`src/rtl/scores_reader.sv`:
```
// scores_reader
//   Loads the saved high score from the SD card. It issues one sector read at
//   SCORES_READ_ADDRESS and captures the first four bytes of the sector as a
//   record: {MAGIC, score_hi, score_lo, xor-checksum}. The block then presents
//   the score with a validity flag, or DEFAULT_SCORE if the record is bad or
//   the card never starts the read.
//
// Ports
//   CLK                 in   system clock, posedge
//   RESET               in   asynchronous active-high reset
//   TO_READ             in   level request from game logic
//   SD_HAS_INITIALIZED  in   SD controller init done
//   SD_IS_READING       in   SD controller busy with a sector read
//   SD_BYTE_VALID       in   one-cycle strobe for SD_BYTE
//   SD_BYTE             in   [7:0] sector byte, in order from byte 0
//   SD_TO_READ          out  read request to the SD controller
//   SD_READ_ADDRESS     out  [31:0] constant sector address
//   SCORES_READ         out  [15:0] loaded score (valid while READ_FINISH)
//   READ_VALID          out  record passed every check
//   READ_FINISH         out  read sequence complete (sticky until reset)
module scores_reader #(
  parameter logic [31:0] SCORES_READ_ADDRESS = 32'h0000_2000,
  parameter logic [7:0]  MAGIC               = 8'h5A,
  parameter logic [15:0] DEFAULT_SCORE       = 16'd0,
  parameter logic [15:0] MAX_SCORE           = 16'd9999,
  parameter logic [23:0] REQ_TIMEOUT         = 24'd5_000_000
) (
  input  logic        CLK,
  input  logic        RESET,
  input  logic        TO_READ,
  input  logic        SD_HAS_INITIALIZED,
  input  logic        SD_IS_READING,
  input  logic        SD_BYTE_VALID,
  input  logic [7:0]  SD_BYTE,
  output logic        SD_TO_READ,
  output logic [31:0] SD_READ_ADDRESS,
  output logic [15:0] SCORES_READ,
  output logic        READ_VALID,
  output logic        READ_FINISH
);

  typedef enum logic [2:0] {
    S_IDLE,
    S_REQUEST,
    S_RECEIVE,
    S_CHECK,
    S_FINISH
  } state_t;

  localparam logic [9:0] CNT_MAX = 10'd512;

  state_t          state_q, state_d;
  logic [9:0]      cnt_q, cnt_d;
  logic [23:0]     timer_q, timer_d;
  logic [3:0][7:0] rec_q, rec_d;
  logic            timeout_q, timeout_d;
  logic            sd_to_read_q, sd_to_read_d;
  logic            finish_q, finish_d;
  logic            valid_q, valid_d;
  logic [15:0]     score_q, score_d;

  logic [15:0]     rec_score;
  logic            rec_ok;

  assign SD_READ_ADDRESS = SCORES_READ_ADDRESS;
  assign SD_TO_READ      = sd_to_read_q;
  assign SCORES_READ     = score_q;
  assign READ_VALID      = valid_q;
  assign READ_FINISH     = finish_q;

  // Record check; only consumed in CHECK, where the record regs are stable.
  assign rec_score = {rec_q[1], rec_q[2]};
  assign rec_ok    = ~timeout_q
                   & (cnt_q >= 10'd4)
                   & (rec_q[0] == MAGIC)
                   & (rec_q[3] == (rec_q[0] ^ rec_q[1] ^ rec_q[2]))
                   & (rec_score <= MAX_SCORE);

  always_comb begin
    state_d   = state_q;
    cnt_d     = cnt_q;
    timer_d   = timer_q;
    rec_d     = rec_q;
    timeout_d = timeout_q;
    finish_d  = finish_q;
    valid_d   = valid_q;
    score_d   = score_q;

    case (state_q)
      S_IDLE: begin
        cnt_d     = '0;
        timer_d   = '0;
        timeout_d = 1'b0;
        if (TO_READ && SD_HAS_INITIALIZED && !SD_IS_READING)
          state_d = S_REQUEST;
      end
      S_REQUEST: begin
        // Card starting the read wins over a same-cycle timeout.
        if (SD_IS_READING) begin
          state_d = S_RECEIVE;
        end else if (timer_q == REQ_TIMEOUT - 24'd1) begin
          state_d   = S_CHECK;
          timeout_d = 1'b1;
        end else begin
          timer_d = timer_q + 24'd1;
        end
      end
      S_RECEIVE: begin
        // A strobe on the cycle SD_IS_READING drops is still taken.
        if (SD_BYTE_VALID) begin
          if (cnt_q < 10'd4)
            rec_d[cnt_q[1:0]] = SD_BYTE;
          if (cnt_q != CNT_MAX)
            cnt_d = cnt_q + 10'd1;
        end
        if (!SD_IS_READING)
          state_d = S_CHECK;
      end
      S_CHECK: begin
        state_d  = S_FINISH;
        finish_d = 1'b1;
        valid_d  = rec_ok;
        score_d  = rec_ok ? rec_score : DEFAULT_SCORE;
      end
      S_FINISH: ;
      default: state_d = S_IDLE;
    endcase

    // Registered request: high exactly while the FSM sits in REQUEST.
    sd_to_read_d = (state_d == S_REQUEST);
  end

  always_ff @(posedge CLK or posedge RESET) begin
    if (RESET) begin
      state_q      <= S_IDLE;
      cnt_q        <= '0;
      timer_q      <= '0;
      rec_q        <= '0;
      timeout_q    <= 1'b0;
      sd_to_read_q <= 1'b0;
      finish_q     <= 1'b0;
      valid_q      <= 1'b0;
      score_q      <= '0;
    end else begin
      state_q      <= state_d;
      cnt_q        <= cnt_d;
      timer_q      <= timer_d;
      rec_q        <= rec_d;
      timeout_q    <= timeout_d;
      sd_to_read_q <= sd_to_read_d;
      finish_q     <= finish_d;
      valid_q      <= valid_d;
      score_q      <= score_d;
    end
  end

endmodule

```
`config.mk`:
```
export PLATFORM = sky130hd
export DESIGN_NAME = scores_reader
export DESIGN_NICKNAME = d
export VERILOG_FILES = /design/src/rtl/scores_reader.sv
export SDC_FILE = /design/constraint.sdc
export NUM_CORES = 1
export LEC_CHECK = 0
export BUFFER_PORTS_ARGS = -buffer_cell sky130_fd_sc_hd__buf_2
export CORE_ASPECT_RATIO = 0.6
export CORE_MARGIN = 1.5
export CORE_UTILIZATION = 45
export CTS_BUF_LIST = sky130_fd_sc_hd__clkbuf_4
export DETAILED_ROUTE_END_ITERATION = 8
export PLACE_DENSITY = 0.67
export SYNTH_ARGS = -nofsm -noshare
export SYNTH_HDL_FRONTEND = slang
export SYNTH_SLANG_ARGS = --single-unit
```
`constraint.sdc`:
```
create_clock -name CLK -period 4.2 [get_ports CLK]
set_input_delay 0.84 -clock CLK [delete_from_list [all_inputs] [get_ports CLK]]
set_output_delay 0.84 -clock CLK [all_outputs]
set_load 0.02 [all_outputs]
```
==> flow_summary.yaml <==
outcome:
  outcome: "complete, no violations"
timing:
  skew_ns: 0.00819
  finalCritPeriodShare_pct: 56.1
  setup_tns_ns: 0
  rsz0062_at_grt: "false"
  setup_viol: 0
  fmax_ghz: 0.424
  min_period_ns: 2.36
  drv_slew: 0
  worst_slew_pin_slew_ns: 0.834
  hold_violations: 0
  slew_headroom_pct: 44.0
cts:
  cts-buffers-inserted: 9
  cts-htree-levels: 3
  clk_path_buf_depth: 2
  clk_latency_ns: 0.43
  tritoncts: "built"
  clkSinkCount: 89
  cts_resized: 0
  postCtsSetupRepairBufs: 0
  cts_root_buf: "clkbuf_4"
  holdBufCountCts: 0
  clkSlewWorstSetupHoldPaths_ns: 0.13
pwr:
  total_power_mw: 2.39
  switching_power_mw: 0.868
  p_leak_nw: 2.22
  power_density_nw_per_um2: 497
  switching_share_pct: 36.2
  p_int_mw: 1.53
  peakVddDrop_mv: 0.188
  pwr-share-clk_pct: 19.6
  combPwrFrac_pct: 30.6
  p_seq_share_pct: 49.8
cells_and_area:
  fillers: 933
  num_antenna_cells: 0
  drive_gt1_share_pct: 24.0
  nets: 452
  area_delta_synth_final_pct: 6.29
  seqCellArea_um2: 2230
  multi_input_area_um2: 2070
logic_synthesis:
  yosys_warnings: 0
  yosys.area.top_type: "dfrtp_1"
  netlist_top_cells_count: "dfrtp_1 (89), buf_4 (34), mux2_2 (30)"
  synthDistinctLibCells: 56
  syn_avg_cell_area_um2: 11.3
  synth.area.top_cells: "dfrtp_1 (49%), mux2_2 (7.5%), buf_4 (5.6%), xnor2_1 (5.4%), a32o_1 (2.9%)"
  synth_area_um2: 4530
  ys_ff_latch: 89
  yosysSeqAreaShare_pct: 49.1
  synth_top_area_share_pct: 49.1
  synthArstFlopShare_pct: 100
  synthCells: 402
  synth_flop_cell: "dfrtp_1"
  synth_most_common_cell: "dfrtp_1"
  synth_edf_count: 0
grt:
  overflow: 0
  gr-usage-all-layers_pct: 17.6
  antenna_found_initial: 0
  grt_max_degree: 43
  grt_pass1_vias: 2801
  grt_pass1_wl_um: 14600
routing:
  postRouteAntennaNets: 0
  drt-initial-drc-count: 198
  avgRoutedWirePerCell_um: 15.2
  drtPass1Iterations: 4
  drc: 0
  routed_wl_um: 8690
  viasPerCell: 5.22
  vias: 2990
worst_setup_path:
  crit_cells: 5
  crit_path_end_kind: "register"
  crit_path_max_incr_delay_ns: 0.68
  critical_path.cell_chain: "nand4bb_2 > nand3_1 > nor3_1 > a21oi_1 > a31o_2"
  crit_family: "simple AND/OR/NAND/NOR gates"
  crit_slowest_cell: "dfrtp_1"
  r2r_cells: 5
  cp.required_ns: 4.54
  startpoint_type: "register"
  cp_max_fo: 16
  cp.arrival_ns: 2.70
  cp_num_buf_inv: 0
  worstSetupPathType: "reg2reg"
die:
  dieHeight_um: 80.7
  core-area_um2: 9810
  rows: 28
  die_area_um2: 10700
  initial_utilization_pct: 46.2
  io_pins: 65
  die_w_um: 133
hold_path:
  hp-class: "in2async"
job:
  maxCapViolCount: 0
placement:
  gp_congestion: 0.765
  numPortBuffers: 32
  dpl.hpwl_um: 6300
through the flow:
step | hold WS [ns] | cell area (um^2) | utilization [%] | instances | setup slack, ns
floorplan | 0.465 | 4650 | - | 432 | 1.05
global placement | 0.445 | 4680 | 47.8 | 557 | 1.77
detailed placement | 0.452 | 4680 | 47.8 | 557 | 1.73
CTS | 0.256 | 4820 | 49.1 | 573 | 1.90
global route | 0.241 | 4820 | 49.1 | 573 | 1.70
finish | 0.280 | 4820 | 49.1 | 573 | 1.84
logic make-up after synthesis:
| group | Yosys count | synth area share, % |
|---|---|---|
| multiplexers | 35 | 8.64 |
| adder cells (fa/ha/maj) | 5 | 1.38 |
| XOR/XNOR | 41 | 7.92 |
| buffers and inverters | 55 | 7.87 |
| other | 2 | 0.166 |
| flip-flops | 89 | 49.1 |
| AO/OA/AOI/OAI | 44 | 7.98 |
| AND/OR/NAND/NOR | 131 | 16.9 |
power groups by stage:
| stage | Sequential [mW] | Clock, mW | Combinational (mW) |
|---|---|---|---|
| floorplan | 1.13 | 0 | 0.657 |
| global route | 1.22 | 0.524 | 0.806 |
| global placement | 1.20 | 0 | 0.712 |
| CTS | 1.19 | 0.490 | 0.735 |
| detailed placement | 1.21 | 0 | 0.729 |
| finish | 1.19 | 0.470 | 0.732 |
worst register-to-register path, delay by kind of cell (launching register included):
| family | cells | cell delay (ns) |
|---|---|---|
| compound gates | 2 | 0.34 |
| flops | 1 | 0.68 |
| simple gates | 3 | 1.24 |
cell usage in the layout, fill, tap and decap left out, types with 3 or more instances in the layout:
cell	count
a21oi_1	6
a21oi_2	5
a32o_1	13
and2_1	3
and3_1	6
and4_1	4
buf_2	32
buf_4	3
clkbuf_4	12
clkinv_2	3
conb_1	32
dfrtp_1	89
ha_1	5
inv_1	9
mux2_1	3
mux2_2	30
nand2_1	20
nand2_2	5
nand3_1	9
nand4_1	10
nor2_1	27
nor3_1	9
nor4_1	8
o21ai_0	5
o21ai_1	3
or3_1	4
or3_2	3
or4b_1	3
xnor2_1	28
xor2_1	13
metal layers:
metal | GRT usage, % | part of all wire [%] | vias to the layer above
met5 | 0 | 0 | -
met1 | 25.8 | 52 | 1501
met2 | 25.5 | 43 | 59
met3 | 4.62 | 4.0 | 7
met4 | 5.27 | 0.87 | 0
li1 | - | - | 1423
area by class of cell:
cell class                 instances  area share (%)
clock buffer                      12            1.87
clock inverter                     4           0.909
inverter                          10           0.805
multi-input combinational        288            42.9
sequential                        89            46.2
tap                              135            3.51
timing repair buffer              35            3.79
path summary, 6_finish.rpt:
path / endpoint / slack, ns / from
min: cnt_q[8] / 0.28 / RESET
max reg2reg: timer_q[21] / 1.84 / state_q[2]
max: timer_q[21] / 1.84 / state_q[2]
min in group CLK: READ_FINISH / 0.47 / READ_FINISH
min reg2reg: READ_FINISH / 0.47 / READ_FINISH
max in group asynchronous: timer_q[11] / 3.16 / RESET
state kept, by name (all words and copies together), names as in the netlist:
name and cells:
rec_q 32, timer_q 24, SD_TO_READ 1, timeout_q 1
READ_FINISH 1, state_q 3, READ_VALID 1, SCORES_READ 16
cnt_q 10
No activity file was read; power rests on OpenSTA's default activity.
